### src/rtl/pipe_pkg.sv
// Shared definitions for the 16-bit pipeline: FSM state encodings, default
// widths and the memory-operation classification used by the MEM stage.
package pipe_pkg;

    localparam int DATA_W_DEF  = 16;
    localparam int ADDR_W_DEF  = 16;
    localparam int RF_AW_DEF   = 3;
    localparam int TIMEOUT_DEF = 15;

    // Memory-access FSM states. S_DONE is reserved and never entered.
    typedef enum logic [1:0] {
        S_IDLE = 2'd0,
        S_WAIT = 2'd1,
        S_DONE = 2'd2
    } state_t;

    // Kind of data-memory operation held in the EX/MEM register.
    typedef enum logic [1:0] {
        MEMOP_NONE  = 2'd0,
        MEMOP_LOAD  = 2'd1,
        MEMOP_STORE = 2'd2
    } memop_t;

    // Classify an incoming instruction. Read wins when both read and write
    // are set, and an invalid slot is never a memory operation.
    function automatic memop_t decode_memop(input logic valid,
                                            input logic rd,
                                            input logic wr);
        memop_t op;
        op = MEMOP_NONE;
        if (valid && rd) begin
            op = MEMOP_LOAD;
        end else if (valid && wr) begin
            op = MEMOP_STORE;
        end
        return op;
    endfunction

endpackage

### src/rtl/mem_access_stg.sv
// Memory-access stage: EX/MEM pipeline register, data-memory req/ack
// sequencer with abort-on-timeout, and the MEM/WB register feeding
// write_back_stg. Upstream is stalled while an access is outstanding.
//
// Data-memory handshake: dmem_req is raised while a valid load/store sits
// in EX/MEM and stays high, with dmem_we/addr/wdata stable, until a cycle
// in which dmem_ack=1 (the transfer completes on that clock edge, and ack
// may already be high in the first request cycle) or until the wait
// counter reaches TIMEOUT without ack (the access is abandoned on that edge
// and mem_err pulses for one cycle). An ack and a timeout in the same cycle
// count as a completion.
module mem_access_stg
    import pipe_pkg::*;
#(
    parameter int DATA_W  = DATA_W_DEF,
    parameter int ADDR_W  = ADDR_W_DEF,
    parameter int RF_AW   = RF_AW_DEF,
    parameter int TIMEOUT = TIMEOUT_DEF
) (
    input  logic              clk,
    input  logic              reset,
    input  logic              ex_valid,
    input  logic [DATA_W-1:0] ex_alu_result,
    input  logic [DATA_W-1:0] ex_store_data,
    input  logic              ex_mem_rd,
    input  logic              ex_mem_wr,
    input  logic              ex_wb_en,
    input  logic [RF_AW-1:0]  ex_rf_writea,
    input  logic              flush,
    output logic              mem_stall,
    output logic              dmem_req,
    output logic              dmem_we,
    output logic [ADDR_W-1:0] dmem_addr,
    output logic [DATA_W-1:0] dmem_wdata,
    input  logic [DATA_W-1:0] dmem_rdata,
    input  logic              dmem_ack,
    output logic [DATA_W-1:0] wb_data,
    output logic              wb_en_out,
    output logic [RF_AW-1:0]  rf_writea_out,
    output logic              mem_err,
    output logic [1:0]        fsm_state
);

    // Counter only needs to reach TIMEOUT; it saturates there.
    localparam int               CNT_W     = (TIMEOUT < 1) ? 1 : $clog2(TIMEOUT + 1);
    localparam logic [CNT_W-1:0] CNT_LIMIT = CNT_W'(TIMEOUT);
    localparam logic [CNT_W-1:0] CNT_ONE   = CNT_W'(1);

    // EX/MEM register contents
    logic              em_valid;
    memop_t            em_op;
    logic [DATA_W-1:0] em_alu;
    logic [DATA_W-1:0] em_sdata;
    logic              em_wb_en;
    logic [RF_AW-1:0]  em_rf;

    // Access sequencer
    state_t            state;
    state_t            state_nx;
    logic [CNT_W-1:0]  wait_cnt;
    logic [CNT_W-1:0]  wait_cnt_nx;
    logic              timeout_hit;
    logic              mem_op;

    assign mem_op      = (em_op != MEMOP_NONE);
    assign dmem_req    = mem_op && (state != S_DONE);
    assign dmem_we     = (em_op == MEMOP_STORE);
    assign dmem_addr   = em_alu[ADDR_W-1:0];
    assign dmem_wdata  = em_sdata;
    assign timeout_hit = (state == S_WAIT) && (wait_cnt == CNT_LIMIT) && !dmem_ack;
    assign mem_stall   = dmem_req && !dmem_ack && !timeout_hit;
    assign fsm_state   = state;

    // EX/MEM register: capture the EX instruction whenever the stage is not stalled.
    always_ff @(posedge clk or negedge reset) begin
        if (!reset) begin
            em_valid <= 1'b0;
            em_op    <= MEMOP_NONE;
            em_alu   <= '0;
            em_sdata <= '0;
            em_wb_en <= 1'b0;
            em_rf    <= '0;
        end else if (!mem_stall) begin
            em_valid <= ex_valid && !flush;
            em_op    <= decode_memop(ex_valid && !flush, ex_mem_rd, ex_mem_wr);
            em_alu   <= ex_alu_result;
            em_sdata <= ex_store_data;
            em_wb_en <= ex_wb_en;
            em_rf    <= ex_rf_writea;
        end
    end

    // Sequencer state, wait counter and the registered timeout error pulse.
    always_ff @(posedge clk or negedge reset) begin
        if (!reset) begin
            state    <= S_IDLE;
            wait_cnt <= '0;
            mem_err  <= 1'b0;
        end else begin
            state    <= state_nx;
            wait_cnt <= wait_cnt_nx;
            mem_err  <= timeout_hit;
        end
    end

    // Next state: wait for ack, counting cycles, and give up at TIMEOUT.
    always_comb begin
        state_nx    = state;
        wait_cnt_nx = wait_cnt;
        unique case (state)
            S_IDLE: begin
                if (dmem_req && !dmem_ack) begin
                    state_nx    = S_WAIT;
                    wait_cnt_nx = CNT_ONE;
                end
            end
            S_WAIT: begin
                if (dmem_ack || timeout_hit) begin
                    state_nx    = S_IDLE;
                    wait_cnt_nx = '0;
                end else if (wait_cnt != CNT_LIMIT) begin
                    wait_cnt_nx = wait_cnt + CNT_ONE;
                end
            end
            default: begin
                state_nx    = S_IDLE;
                wait_cnt_nx = '0;
            end
        endcase
    end

    // MEM/WB register: retire the EX/MEM op, or insert a bubble while stalled.
    always_ff @(posedge clk or negedge reset) begin
        if (!reset) begin
            wb_data       <= '0;
            wb_en_out     <= 1'b0;
            rf_writea_out <= '0;
        end else if (mem_stall) begin
            wb_en_out <= 1'b0;
        end else begin
            unique case (em_op)
                MEMOP_LOAD: begin
                    if (timeout_hit) begin
                        wb_en_out <= 1'b0;
                    end else begin
                        wb_data       <= dmem_rdata;
                        wb_en_out     <= em_wb_en;
                        rf_writea_out <= em_rf;
                    end
                end
                MEMOP_STORE: begin
                    // A store never writes the register file.
                    if (timeout_hit) begin
                        wb_en_out <= 1'b0;
                    end else begin
                        wb_data       <= em_alu;
                        wb_en_out     <= 1'b0;
                        rf_writea_out <= em_rf;
                    end
                end
                default: begin
                    if (em_valid) begin
                        wb_data       <= em_alu;
                        wb_en_out     <= em_wb_en;
                        rf_writea_out <= em_rf;
                    end else begin
                        wb_en_out <= 1'b0;
                    end
                end
            endcase
        end
    end

endmodule
### config.mk
export PLATFORM = sky130hd
export DESIGN_NAME = mem_access_stg
export DESIGN_NICKNAME = d
export VERILOG_FILES = /design/src/rtl/pipe_pkg.sv /design/src/rtl/mem_access_stg.sv
export SDC_FILE = /design/constraint.sdc
export NUM_CORES = 1
export LEC_CHECK = 0
export BUFFER_PORTS_ARGS = -buffer_cell sky130_fd_sc_hd__buf_2
export CORE_ASPECT_RATIO = 0.6
export CORE_UTILIZATION = 35
export DETAILED_ROUTE_END_ITERATION = 10
export GPL_TIMING_DRIVEN = 0
export PLACE_DENSITY = 0.68
export SLEW_MARGIN = 20
export SYNTH_ARGS = -nofsm -noshare
export SYNTH_HDL_FRONTEND = slang
export SYNTH_SLANG_ARGS = --single-unit
### constraint.sdc
create_clock -name clk -period 3 [get_ports clk]
set_input_delay 0.75 -clock clk [delete_from_list [all_inputs] [get_ports clk]]
set_output_delay 0.75 -clock clk [all_outputs]
set_load 0.05 [all_outputs]
## After elaboration in Yosys (flattened, before gate mapping)

Cells that the tools add are included.

- Register bits: 66
- Word-level logic and storage cells: 67

- Multiplexer cells: 20
- Equality and inequality tests: 12
- Bitwise operators: 1
- $add $sub $neg: 1
- Reductions and logical operators: 21

Operators with widths:

| operator | count |
|---|---|
| $mux 16 | 3 |
| $pmux 16 s2 | 1 |
| $mux 4 | 3 |
| $ne 2x2->1 const B | 5 |
| $mux 3 | 3 |
| $logic_and 1x1->1 | 8 |
| $mux 2 | 4 |
| $pmux 4 s2 | 1 |
| $add 4x1->4 const B | 1 |
| $eq 2x1->1 const B | 2 |
| $eq 4x4->1 const B | 1 |
| $ne 4x4->1 const B | 1 |
| $pmux 2 s2 | 1 |
| $reduce_and 2->1 | 2 |
| $reduce_and 4->1 | 1 |
| $reduce_bool 2->1 | 2 |
| $logic_not 1->1 | 3 |
| $mux 1 | 3 |
| $ne 3x1->1 const B | 1 |
| $reduce_and 3->1 | 1 |
| $reduce_bool 3->1 | 1 |
| $eq 2x2->1 const B | 1 |
| $logic_not 2->1 | 1 |
| $ne 2x1->1 const B | 1 |
| other kinds (4) | 4 |

## Longest topological paths before layout

- Depth after elaboration: 7
- Depth in mapped cells: 9

## Least setup slack after synthesis

No wires, ideal clock.

- Path kind: input-to-output
- Start: input dmem_ack
- End: output mem_stall
- Setup slack: 0.412 ns
- Arrival time: 1.838 ns
- Stages: 5
- Cell sequence: nor2_1 o21ai_2 buf_6 inv_2 buf_1

- Word-level cells in the longest chain between the ends: 4
- Elaborated cells on any way between the ends: 5
- Those cells by class: reduce/logical (5)

Ends and longest elaborated chain:

| element | line | text |
|---|---|---|
| start, declared | mem_access_stg.sv:36 | `input logic dmem_ack,` |
| $logic_not 1->1 (*) | mem_access_stg.sv:70, mem_access_stg.sv:71 |  |
| $logic_and 1x1->1 | mem_access_stg.sv:70 | `assign timeout_hit = (state == S_WAIT) && (wait_cnt == CNT_LIMIT) && !dmem_ack;` |
| $logic_not 1->1 | mem_access_stg.sv:71 | `assign mem_stall = dmem_req && !dmem_ack && !timeout_hit;` |
| $logic_and 1x1->1 (*) | mem_access_stg.sv:71 |  |
| end, declared | mem_access_stg.sv:30 | `output logic mem_stall,` |

Every way passes the cells marked *; elsewhere a longest branch is shown, timed or not.

## Worst setup path in the final report

- Start: register em_op[1]
- End: output mem_stall

- Word-level cells in the longest chain between the ends: 4

Ends and longest elaborated chain:

| element | line | text |
|---|---|---|
| start, declared | mem_access_stg.sv:51 | `memop_t em_op;` |
| start signal, assigned | mem_access_stg.sv:85 | `em_op <= decode_memop(ex_valid && !flush, ex_mem_rd, ex_mem_wr);` |
| $reduce_bool 2->1 | mem_access_stg.sv:65 | `assign mem_op = (em_op != MEMOP_NONE);` |
| $logic_and 1x1->1 | mem_access_stg.sv:66 | `assign dmem_req = mem_op && (state != S_DONE);` |
| $logic_and 1x1->1 (2 in series) | mem_access_stg.sv:71 |  |

No other way between the ends.

==> metrics.md <==
| Metric | Value |
|---|---|
| Pleak | `0.00198 uW` |
| CTS root buffer | `clkbuf_16` |
| Starting Density | `0.373` |
| Synth warnings | `0` |
| Reg-to-Reg Start | `em_op[1]` |
| Fmax | `364 MHz` |
| Main synth FF type | `dfrtp_1` |
| H-Tree Depth | `3` |
| Commonest cells after routing, fill and taps aside | `buf_2, nand2_1, dfrtp_1` |
| GP Congestion | `0.764` |
| Setup tns final | `0 ns` |
| Sink Count | `65` |
| Die Ht | `71.3 um` |
| IO buf count | `115` |
| Crit path time final | `2.75 ns` |
| Vias | `2390` |
| Slew margin rel. | `0.505` |
| Commonest non-fill, non-tap cell in the layout | `buf_2` |
| Unrepaired setup endpoints after global routing | `false` |
| DPL Wire Length | `5400 um` |
| Cell Area, Synth | `0.00280 sq mm` |
| P per Cell Area | `758 mW/mm^2` |
| HP Class | `primary input to asynchronous set/reset pin` |
| Number of flops mapped to enable cells by yosys | `0` |
| Total of max-cap violations | `0` |
| Routed wire length | `7270 um` |
| # rows | `24` |
| CP required | `2.25 ns` |
| Final Cycle Share | `0.915` |
| CP Class | `flop to output pin` |
| Hold WS | `0.360 ns` |
| Die area | `0.00838 sq mm` |
| Peak VDD IR | `0.000354 V` |
| Die Width | `118 um` |
| Initial DRT Pass Iterations | `4` |
| ANT nets after route | `0` |
| TritonCTS clock tree | `done` |
| Core Region | `0.00751 sq mm` |
| Synth cell types | `34` |
| WL per Instance | `13.8 um` |
| Synth async-reset ratio | `1.00` |
| Clock latency on the worst-skew pair | `0.33 ns` |
| Worst-margin pin slew | `0.743 ns` |
| Layout cells sized above 1 | `0.337` |
| Total power | `2910 uW` |
| Hold Violations, Final | `0` |
| Setup Skew | `0.00550 ns` |
| Net Count, Synth | `353` |
| Status | `completed` |
| Worst reg-to-reg path cell count | `9` |
| Number of global-route vias before repair | `2384` |
| Largest net degree at the start of global routing | `37` |
| Synth Register Bits | `65` |
| I/O pins | `117` |
| Drt via density | `4.55` |
| Bufs on Longest Clock Path | `2` |
| Seq/Total Area, Yosys | `0.581` |
| Initial antenna violation count | `0` |
| Post-synth top area cell | `dfrtp_1` |
| R2R setup slack | `0.85 ns` |
| CP Capture Type | `output pin` |
| Inserted Diodes | `0` |
| Filler cells | `735` |
| First-pass GRT wire length | `11900 um` |
| Post-cts resize count | `0` |
| Pins Over Slew Limit | `0` |
| CP max FO | `16` |
| DRC Markers | `0` |
| Syn-to-layout area delta | `36.9%` |
| Synth Instances | `290` |
| End point of the critical path | `mem_stall` |
| CP arrival | `2.00 ns` |
| Avg Inst Size Synth | `9.66 sq um` |
| Final #Nets | `479` |
| Yosys top cell area share | `0.581` |
| Post-CTS Setup Bufs | `0` |
| RR Endpoint | `wb_data[6]` |
| Drt initial violations | `159` |
| Overall routing resource usage | `0.185` |
| Worst-path clk slew | `0.05 ns` |
| Number of CTS-inserted buffers | `9` |
| Cts hold-fix bufs | `0` |
| Final setup viols | `0` |
| Area contributors post-synth | `dfrtp_1, nand2_1, a21oi_1, mux2i_1, ha_1` |
| Grt ovf | `0` |
| Worst Setup Start Kind | `flop` |
| Crit. Startpoint | `em_op[1]` |
## kinds of logic after synthesis
kind of cell,after synthesis,share of synthesized area
compound gates,46,0.100
flops,65,0.581
simple gates,130,0.186
mux,19,0.0692
buf+inv,24,0.0411
other cells,1,0.00134
xor+xnor,1,0.00313
fa+ha+maj,4,0.0179
## cell type report
type	count	area [sq um]	share of cell area
Inverter	8	30.0	0.00783
Tap cell	104	130	0.0339
Timing Repair Buffer	116	598	0.156
Sequential cell	65	1630	0.424
Multi-Input combinational cell	201	1060	0.276
Clock buffer	14	274	0.0715
Clock inverter	2	35.0	0.00914
Buffer	15	81.3	0.0212
## synthesized netlist by cell type, types with 3 or more instances
| cell type | instances |
|---|---|
| o21ai_0 | 4 |
| inv_1 | 7 |
| nand2_1 | 112 |
| mux2i_1 | 16 |
| ha_1 | 4 |
| a21oi_1 | 33 |
| nor2_1 | 6 |
| mux2_1 | 3 |
| clkbuf_1 | 9 |
| dfrtp_1 | 65 |
## layer usage
layer,up-vias,wire length [um],global-route usage
li1,1195,-,-
met1,1114,3570,0.251
met2,73,3090,0.271
met3,8,523,0.0780
met4,0,81,0.0556
met5,-,0,0
## worst min path at each step
stage / startpoint / end / slack [ns] / depth (start not counted)
after floorplan: em_wb_en / em_wb_en / 0.43 / 2
after global placement: em_wb_en / em_wb_en / 0.45 / 2
after detailed placement: dmem_wdata[2] / dmem_wdata[2] / 0.45 / 2
after CTS: reset / dmem_addr[10] / 0.36 / 1
after global routing: reset / dmem_addr[12] / 0.37 / 1
final: reset / dmem_addr[12] / 0.36 / 1
## through the flow
| step | instance area [sq um] | setup WS, ns | instances | util |
|---|---|---|---|---|
| floorplan | 2800 | 0.412 | 290 | - |
| global placement | 3510 | 0.101 | 509 | 0.467 |
| detailed placement | 3530 | 0.0860 | 510 | 0.470 |
| CTS | 3830 | 0.249 | 525 | 0.511 |
| global route | 3830 | 0.125 | 525 | 0.511 |
| finish | 3830 | 0.255 | 525 | 0.511 |
## flip-flops by register name (all words and copies together) (netlist names)
name,count
wb_data,16
dmem_wdata,16
em_wb_en,1
em_valid,1
mem_err,1
em_op,2
wb_en_out,1
em_rf,3
dmem_addr,16
rf_writea_out,3
wait_cnt,4
fsm_state,1
## where the power goes
group | switching [uW] | internal, uW | total (uW)
sequential | 75.0 | 995 | 1070
clock | 360 | 710 | 1070
combinational | 570 | 197 | 767
## worst max-delay path, stage by stage (launching register included)
cell	delay, ns
dfrtp_1	0.38
inv_1	0.08
ha_1	0.23
nor2_1	0.16
o21ai_2	0.09
buf_6	0.14
inv_2	0.24
buf_2	0.33
Power figures use the tool's default switching activity.
